[src/rtl/font_fetch_sched.sv]
// Round-robin scheduler for glyph-row bursts into a shared synchronous font ROM.
// Rows issue one per cycle; a tag pipeline aligns id/row/last with the ROM output.
module font_fetch_sched #(
   parameter int unsigned ROM_LAT = 1
) (
   input  logic        clk,
   input  logic        reset,
   input  logic        req0,
   input  logic [6:0]  char0,
   input  logic [3:0]  row0,
   input  logic [3:0]  nrows0_m1,
   output logic        ack0,
   input  logic        req1,
   input  logic [6:0]  char1,
   input  logic [3:0]  row1,
   input  logic [3:0]  nrows1_m1,
   output logic        ack1,
   output logic [10:0] rom_addr,
   input  logic [7:0]  rom_data,
   output logic        out_valid,
   output logic        out_id,
   output logic [3:0]  out_row,
   output logic        out_last,
   output logic [7:0]  out_data,
   output logic        busy
);
   localparam int unsigned DEPTH = ROM_LAT + 1;

   typedef enum logic {IDLE, ISSUE} state_e;

   state_e                state_q;
   logic                  rr_q;
   logic                  id_q;
   logic [6:0]            char_q;
   logic [3:0]            row_q;
   logic [3:0]            rem_q;
   logic [10:0]           addr_q;
   logic [DEPTH-1:0]      pv_q;
   logic [DEPTH-1:0]      pid_q;
   logic [DEPTH-1:0]      plast_q;
   logic [DEPTH-1:0][3:0] prow_q;

   logic       grant1;
   logic       accept;
   logic       iss_v_d;
   logic       iss_id_d;
   logic       iss_last_d;
   logic [6:0] iss_char_d;
   logic [3:0] iss_row_d;
   logic [3:0] nsel_d;

   always_comb begin
      grant1     = (req0 & req1) ? ~rr_q : req1;
      ack0       = 1'b0;
      ack1       = 1'b0;
      if (state_q == IDLE && reset) begin
         ack0 = req0 & ~grant1;
         ack1 = req1 & grant1;
      end
      accept     = ack0 | ack1;
      nsel_d     = grant1 ? nrows1_m1 : nrows0_m1;
      iss_v_d    = 1'b0;
      iss_id_d   = 1'b0;
      iss_last_d = 1'b0;
      iss_char_d = '0;
      iss_row_d  = '0;
      // rem_q counts rows still to issue after the one going out this edge
      if (state_q == ISSUE) begin
         iss_v_d    = 1'b1;
         iss_id_d   = id_q;
         iss_char_d = char_q;
         iss_row_d  = row_q;
         iss_last_d = (rem_q == 4'd0);
      end else if (accept) begin
         iss_v_d    = 1'b1;
         iss_id_d   = grant1;
         iss_char_d = grant1 ? char1 : char0;
         iss_row_d  = grant1 ? row1 : row0;
         iss_last_d = (nsel_d == 4'd0);
      end
   end

   always_ff @(posedge clk or negedge reset) begin
      if (!reset) begin
         state_q <= IDLE;
         rr_q    <= 1'b1;
         id_q    <= 1'b0;
         char_q  <= '0;
         row_q   <= '0;
         rem_q   <= '0;
         addr_q  <= '0;
         pv_q    <= '0;
         pid_q   <= '0;
         plast_q <= '0;
         prow_q  <= '0;
      end else begin
         pv_q    <= {pv_q[DEPTH-2:0], iss_v_d};
         pid_q   <= {pid_q[DEPTH-2:0], iss_id_d};
         plast_q <= {plast_q[DEPTH-2:0], iss_last_d};
         prow_q  <= {prow_q[DEPTH-2:0], iss_row_d};
         if (iss_v_d) addr_q <= {iss_char_d, iss_row_d};
         case (state_q)
            IDLE: begin
               if (accept) begin
                  rr_q   <= grant1;
                  id_q   <= grant1;
                  char_q <= iss_char_d;
                  row_q  <= iss_row_d + 4'd1;
                  rem_q  <= nsel_d - 4'd1;
                  if (nsel_d != 4'd0) state_q <= ISSUE;
               end
            end
            ISSUE: begin
               row_q <= row_q + 4'd1;
               rem_q <= rem_q - 4'd1;
               if (rem_q == 4'd0) state_q <= IDLE;
            end
            default: state_q <= IDLE;
         endcase
      end
   end

   assign rom_addr  = addr_q;
   assign out_valid = pv_q[DEPTH-1];
   assign out_id    = pid_q[DEPTH-1];
   assign out_row   = prow_q[DEPTH-1];
   assign out_last  = plast_q[DEPTH-1];
   assign out_data  = rom_data;
   assign busy      = (state_q == ISSUE) | (|pv_q);
endmodule

[config.mk]
export PLATFORM = sky130hd
export DESIGN_NAME = font_fetch_sched
export DESIGN_NICKNAME = d
export VERILOG_FILES = /design/src/rtl/font_fetch_sched.sv
export SDC_FILE = /design/constraint.sdc
export NUM_CORES = 1
export LEC_CHECK = 0
export CAP_MARGIN = 20
export CORE_MARGIN = 2
export CORE_UTILIZATION = 44
export DETAILED_ROUTE_END_ITERATION = 12
export GPL_TIMING_DRIVEN = 0
export PLACE_DENSITY = 0.77
export REMOVE_ABC_BUFFERS = 1
export SLEW_MARGIN = 0
export SYNTH_ARGS = -nofsm -noshare
export SYNTH_HDL_FRONTEND = slang
export SYNTH_SLANG_ARGS = --single-unit
[constraint.sdc]
create_clock -name clk -period 2.8 [get_ports clk]
set_clock_uncertainty 0.2 [all_clocks]
set_input_delay 0.56 -clock clk [delete_from_list [all_inputs] [get_ports clk]]
set_output_delay 0.56 -clock clk [all_outputs]
set_load 0.05 [all_outputs]
==> flow_metrics.env, run 1 <==
export IMPL_h_tree_depth=2
export IMPL_arrival_ns=1.95
export IMPL_utilization_pct=62.7
export IMPL_rsz0062_at_grt="no"
export IMPL_holdCritPathClass="in2async"
export IMPL_clockBufferDepth=2
export IMPL_setup_viol=0
export IMPL_post_route_min_period_ns=2.71
export IMPL_drive_above_1_share_pct=9.48
export IMPL_crit_chain="clkdlybuf4s50_1 -> a21bo_4 -> nor2_4 -> clkbuf_4"
export IMPL_tightest_slew_ns=0.740
export IMPL_reg2reg_slack_ns=0.22
export IMPL_synth_compound_area_share_pct=17.4
export IMPL_path_max_fanout=13
export IMPL_vias=1535
export IMPL_clock_latency_ns=0.30
export IMPL_end_kind="output pin"
export IMPL_synth_area_um2=1910
export IMPL_drt_pre_antenna_iters=4
export IMPL_yosysSeqAreaShare_pct=56.5
export IMPL_post_route_drc_count=0
export IMPL_ys_ff_latch=43
export IMPL_antenna_cells=0
export IMPL_synth_xor_area_share_pct=0.919
export IMPL_maxSlewViolCount=0
export IMPL_crit_required_ns=2.04
export IMPL_viasPerCell=5.44
export IMPL_synthTopCellsByArea="dfrtp_1 55%, nand2_1 7.9%, buf_4 4.7%"
export IMPL_synth_edf_count=0
export IMPL_syn_to_final_growth_pct=34.4
export IMPL_hold_viol=0
export IMPL_wire_per_inst_um=15.3
export IMPL_crit_start="req0"
export IMPL_synth_most_common_cell="dfrtp_1"
export IMPL_synth_async_reset_ratio_pct=100
export IMPL_cp_slowest_cell="clkdlybuf4s50_1"
export IMPL_yosys_area_share_simple_pct=12.4
export IMPL_fp_row_count=23
export IMPL_slew_headroom_pct=50.3
export IMPL_cap_violations=0
export IMPL_die_area_um2=4880
export IMPL_cts_root_buffer="clkbuf_8"
export IMPL_dp_cells=270
export IMPL_hold_worst_slack_ns=0.107
export IMPL_cts_reportedPaths_clkPinSlew_ns=0.08
export IMPL_ys_warn_count=0
export IMPL_stdcell_count=282
export IMPL_grt_pass1_wl_mm=6.93
export IMPL_fmax_mhz=369
export IMPL_leakage_nw=1.18
export IMPL_antenna_left=0
export IMPL_ys_top_cells_by_count="42 x dfrtp_1, 40 x nand2_1, 12 x buf_4"
export IMPL_grt_max_degree=32
export IMPL_die_h_um=69.8
export IMPL_synth_cells=182
export IMPL_synthMuxAreaShare_pct=4.72
export IMPL_gp_congestion=0.766
export IMPL_grtUsageTotal_pct=18.1
export IMPL_multi_input_area_um2=716
export IMPL_cts_made_buffers=5
export IMPL_antenna_found_initial=0
export IMPL_design_core_area_um2=4090
export IMPL_status="completed"
export IMPL_post_dp_hpwl_mm=2.97
export IMPL_cp_start_kind="input port"
export IMPL_start_util_pct=46.7
export IMPL_synth_top_cell_by_area="dfrtp_1"
export IMPL_synth_distinct_cells=33
export IMPL_clock_sinks=43
export IMPL_cts_tree="built"
export IMPL_io_buffers=54
export IMPL_max_stage_delay_ns=0.55
export IMPL_total_power_w=0.00292
export IMPL_io_pins=71
export IMPL_synth_top_family_by_area="compound AO/OA/AOI/OAI gates"
export IMPL_grt_overflow_total=0
export IMPL_drt_initial_drc_count=66
export IMPL_synth_area_per_cell_um2=10.5
export IMPL_ff_latch_area_um2=1080
export IMPL_die_width_um=69.8
export IMPL_synthAdderAreaFrac_pct=1.31
export IMPL_fillerInstances=364
export IMPL_powerDensity_nw_per_um2=1140
export IMPL_ir_drop_uv=483
export IMPL_finalCritPeriodShare_pct=96.8
export IMPL_wl_mm=4.32
export IMPL_worstSetupPathType="in2out"
export IMPL_synth_top_area_share_pct=55.1
export IMPL_synth_ff_type="dfrtp_1"
export IMPL_first_global_vias=1520
export IMPL_nets=275
export IMPL_rr_startpoint="state_q$_DFF_PN0_"
==> layout by cell type (no fill, tap or decap), drive strengths merged, types with 2 or more instances in the layout <==
| master | instances |
|---|---|
| xnor2 | 2 |
| a21oi | 8 |
| clkinv | 3 |
| o211ai | 6 |
| o221ai | 6 |
| a21o | 7 |
| o21ai | 11 |
| clkbuf | 6 |
| mux2i | 6 |
| buf | 3 |
| clkdlybuf4s50 | 50 |
| dlygate4sd3 | 4 |
| nor4 | 2 |
| ha | 2 |
| nor2 | 11 |
| inv | 4 |
| dfrtp | 42 |
| mux2 | 2 |
| nand2 | 40 |
| a211o | 2 |
==> metrics by stage <==
stage / worst slack [ns] / TNS [ns] / instance area [um2]
3_3_place_gp: -2.44 / -69.53 / 2400
4_1_cts: 0.0289 / 0 / 2530
2_1_floorplan: -0.0959 / -0.124 / 1790
3_5_place_dp: -0.841 / -2.74 / 2420
6_report: 0.0891 / 0 / 2560
5_1_grt: 0.0104 / 0 / 2560
==> where the power goes <==
group	internal [W]	leakage [nW]	total, W	switching [W]
clock	0.000171	0.0477	0.000372	0.000202
combinational	0.000547	0.612	0.00142	0.000873
sequential	0.000929	0.524	0.00113	0.000201
total	0.00165	1.18	0.00292	0.00128
==> critical path, delay by kind of cell <==
family / cells / cell delay, ns
compound gates: 1 / 0.35
simple gates: 1 / 0.21
buf+inv: 2 / 0.83
==> flip-flops by register name, indices dropped and copies added, names as in the netlist <==
| signal | count |
|---|---|
| prow_q | 4 |
| pv_q | 2 |
| row_q | 4 |
| rem_q | 4 |
| rr_q | 1 |
| plast_q | 2 |
| id_q | 1 |
| pid_q | 2 |
| rom_addr | 11 |
| out_row | 4 |
| char_q | 7 |
| state_q | 1 |
==> kinds of logic after synthesis <==
logic type,after synthesis
simple gates,58
flops,43
buf+inv,22
compound gates,47
mux,8
xor+xnor,2
fa+ha+maj,2
==> per-layer routing <==
layer | track usage [%] | vias to the layer above | part of all wire (%)
li1 | - | 718 | -
met1 | 22.2 | 736 | 42
met2 | 29.1 | 73 | 49
met3 | 7.12 | 8 | 7.8
met4 | 5.98 | 0 | 1.7
met5 | 0 | - | 0
==> final cells by class <==
class                   count  area share (%)
inverters                   4           0.586
repair buffers             60            23.7
well taps                  50            2.44
multi-input cells         117            27.9
flip-flops and latches     43            42.1
clock inverters             3           0.586
clock buffers               5            2.69
==> worst paths after layout <==
check	endpoint	cells past startpoint
max reg2reg	row_q[3]$_DFFE_PN0P_	5
min reg2reg	pid_q[1]$_DFF_PN0_	0
max	ack1	4
max in group asynchronous	out_row[3]$_DFF_PN0_	3
min in group clk	pid_q[1]$_DFF_PN0_	0
min	rr_q$_DFFE_PN1P_	2
==> timing repair <==
item / CTS / global route
hold buffers: 1 / 3
pin swaps: 0 / 1
endpoints found under the hold margin: 14 / 3
buffers inserted: 0 / 0
gates resized for setup: 15 / 1
setup endpoints to repair: 6 / 1
Note: power is estimated with default switching activity, not from simulation.
==> run 2: changes to the inputs <==
--- a/config.mk
+++ b/config.mk
@@ -7,10 +7,11 @@
 export LEC_CHECK = 0
 export CAP_MARGIN = 20
 export CORE_MARGIN = 2
-export CORE_UTILIZATION = 44
+export CORE_UTILIZATION = 45
+export CTS_BUF_LIST = sky130_fd_sc_hd__clkbuf_2
 export DETAILED_ROUTE_END_ITERATION = 12
 export GPL_TIMING_DRIVEN = 0
-export PLACE_DENSITY = 0.77
+export PLACE_DENSITY = 0.78
 export REMOVE_ABC_BUFFERS = 1
 export SLEW_MARGIN = 0
 export SYNTH_ARGS = -nofsm -noshare
==> run 2 against run 1 <==
Effect of this change: combinational power is essentially flat; hold slack improved by 0.073 ns; register-to-register slack improved by 0.19 ns; setup slack better by 0.036 ns; critical path depth is the same; sequential power about the same; total power decreased by 0.27%; die area down 2.1%; critical endpoint unchanged.
==> flow_metrics.env, run 2 (synthesized netlist as in run 1, its figures left out) <==
export IMPL_die_width_um=69.1
export IMPL_cp_slowest_cell="clkdlybuf4s50_1"
export IMPL_worstSetupPathType="in2out"
export IMPL_grtUsageTotal_pct=18.4
export IMPL_fillerInstances=329
export IMPL_clock_latency_ns=0.42
export IMPL_antenna_found_initial=0
export IMPL_min_from="plast_q[0]$_DFF_PN0_"
export IMPL_fmax_mhz=374
export IMPL_status="completed"
export IMPL_powerDensity_nw_per_um2=1140
export IMPL_grt_max_degree=30
export IMPL_setup_viol=0
export IMPL_largest_reg_flops=11
export IMPL_viasPerCell=5.34
export IMPL_cts_made_buffers=5
export IMPL_start_util_pct=47.3
export IMPL_die_h_um=69.1
export IMPL_crit_chain="clkdlybuf4s50_1 -> a21bo_4 -> nor2_4 -> clkbuf_4"
export IMPL_gp_congestion=0.814
export IMPL_post_route_drc_count=0
export IMPL_finalCritPeriodShare_pct=95.5
export IMPL_io_buffers=54
export IMPL_rr_worst_depth=6
export IMPL_wire_per_inst_um=15.1
export IMPL_crit_required_ns=2.04
export IMPL_critical_path_buf_inv_count=2
export IMPL_holdCritPathClass="reg2reg"
export IMPL_design_core_area_um2=4030
export IMPL_wl_mm=4.28
export IMPL_antenna_cells=0
export IMPL_timing_setup_tns_ns=0
export IMPL_cts_reportedPaths_clkPinSlew_ns=0.18
export IMPL_io_pins=71
export IMPL_fp_row_count=23
export IMPL_drive_above_1_share_pct=12.0
export IMPL_grt_pass1_wl_mm=7.04
export IMPL_drt_pre_antenna_iters=5
export IMPL_final_area_um2=2560
export IMPL_clockBufferDepth=2
export IMPL_hold_viol=0
export IMPL_cap_violations=0
export IMPL_min_to="plast_q[1]$_DFF_PN0_"
export IMPL_cts_root_buffer="clkbuf_2"
export IMPL_first_global_vias=1510
export IMPL_cp_start_kind="input port"
export IMPL_path_max_fanout=13
export IMPL_clock_sinks=43
export IMPL_hold_worst_slack_ns=0.180
export IMPL_max_stage_delay_ns=0.57
export IMPL_syn_to_final_growth_pct=34.5
export IMPL_min_path_cells=0
export IMPL_die_area_um2=4770
export IMPL_post_route_min_period_ns=2.67
export IMPL_drt_initial_drc_count=66
export IMPL_antenna_left=0
export IMPL_cts_tree="built"
export IMPL_vias=1517
export IMPL_rr_startpoint="state_q$_DFF_PN0_"
export IMPL_leakage_nw=1.20
export IMPL_r2r_end="row_q[2]$_DFFE_PN0P_"
export IMPL_grt_overflow_total=0
export IMPL_end_kind="output pin"
export IMPL_slew_headroom_pct=49.8
export IMPL_arrival_ns=1.91
export IMPL_final_common_cell="clkdlybuf4s50_1"
export IMPL_nets=277
export IMPL_rsz0062_at_grt="no"
export IMPL_layout_common_cells="50 x clkdlybuf4s50_1, 41 x dfrtp_1, 40 x nand2_1"
export IMPL_path_delay_family="buffers and inverters"
export IMPL_ir_drop_uv=452
export IMPL_tightest_slew_ns=0.751
export IMPL_h_tree_depth=2
export IMPL_post_dp_hpwl_mm=2.96
export IMPL_placed_cell_area_um2=2420
export IMPL_maxSlewViolCount=0
export IMPL_reg2reg_slack_ns=0.41
==> run 2: cell types whose count changed in the layout (fill, tap and decap cells not counted), sizes merged <==
cell,before,now
clkinv,3,0
buf,3,8
bufinv,0,1
clkbuf,6,8
dlygate4sd3,4,2
clkdlybuf4s15,1,0
==> run 2: per-stage QoR <==
step / util (%) / power [W] / std cells / worst slack (ns)
2_1_floorplan: - / 0.00207 / 164 / -0.0959
3_3_place_gp: 59.5 / 0.00250 / 268 / -2.43
3_5_place_dp: 60.0 / 0.00256 / 270 / -0.845
4_1_cts: 63.0 / 0.00291 / 281 / 0.0157
5_1_grt: 63.7 / 0.00309 / 284 / 0.0730
6_report: 63.7 / 0.00291 / 284 / 0.125
==> run 2: worst max-delay path by stage <==
stage	start	endpoint	depth (start not counted)
after floorplan	req0	row_q[2]$_DFFE_PN0P_	5
after global placement	reset	row_q[2]$_DFFE_PN0P_	7
after detailed placement	req1	ack1	4
after CTS	req0	ack1	4
after global routing	state_q$_DFF_PN0_	ack0	4
final	req0	ack1	4
==> run 2: layout make-up <==
cell class	count	area (um2)	share of cell area [%]
Sequential cell	43	1080	42.1
Multi-Input combinational cell	117	722	28.1
Timing Repair Buffer	62	619	24.1
Tap cell	50	62.6	2.44
Clock buffer	7	35.0	1.37
Clock inverter	1	30.0	1.17
Inverter	4	15.0	0.585
==> run 2: layer usage <==
metal | share of wire [%] | track usage, %
met1 | 44 | 23.4
met2 | 48 | 29.1
met3 | 7.0 | 5.99
met4 | 0.77 | 7.63
met5 | 0 | 0
==> run 2: power by group <==
group          internal [W]  switching [W]  leakage [nW]
logic              0.000552       0.000876         0.631
registers          0.000928       0.000200         0.525
clock network      0.000159       0.000198        0.0432
==> run 2: worst reg2reg max path, delay by kind of cell (launching register included) <==
kind            cells  cell delay, ns
fa+ha+maj           1            0.26
flops               1            0.65
compound gates      3            0.84
simple gates        1            0.27
xor+xnor            1            0.11
==> run 2: timing repair <==
| item | CTS | global route |
|---|---|---|
| endpoints found under the hold margin | 17 | 0 |
| endpoints found under the setup margin | 5 | 4 |
| cloned | 0 | 0 |
| gates resized for setup | 14 | 6 |
| hold buffers | 3 | 0 |
| buffers inserted | 0 | 3 |
| pin swaps | 0 | 1 |
==> run 3: changes to the inputs <==
--- a/config.mk
+++ b/config.mk
@@ -5,7 +5,6 @@
 export SDC_FILE = /design/constraint.sdc
 export NUM_CORES = 1
 export LEC_CHECK = 0
-export CAP_MARGIN = 20
 export CORE_MARGIN = 2
 export CORE_UTILIZATION = 45
 export CTS_BUF_LIST = sky130_fd_sc_hd__clkbuf_2
==> results of run 3 <==
No change in the layout: final DEF, timing and power equal those of run 2.
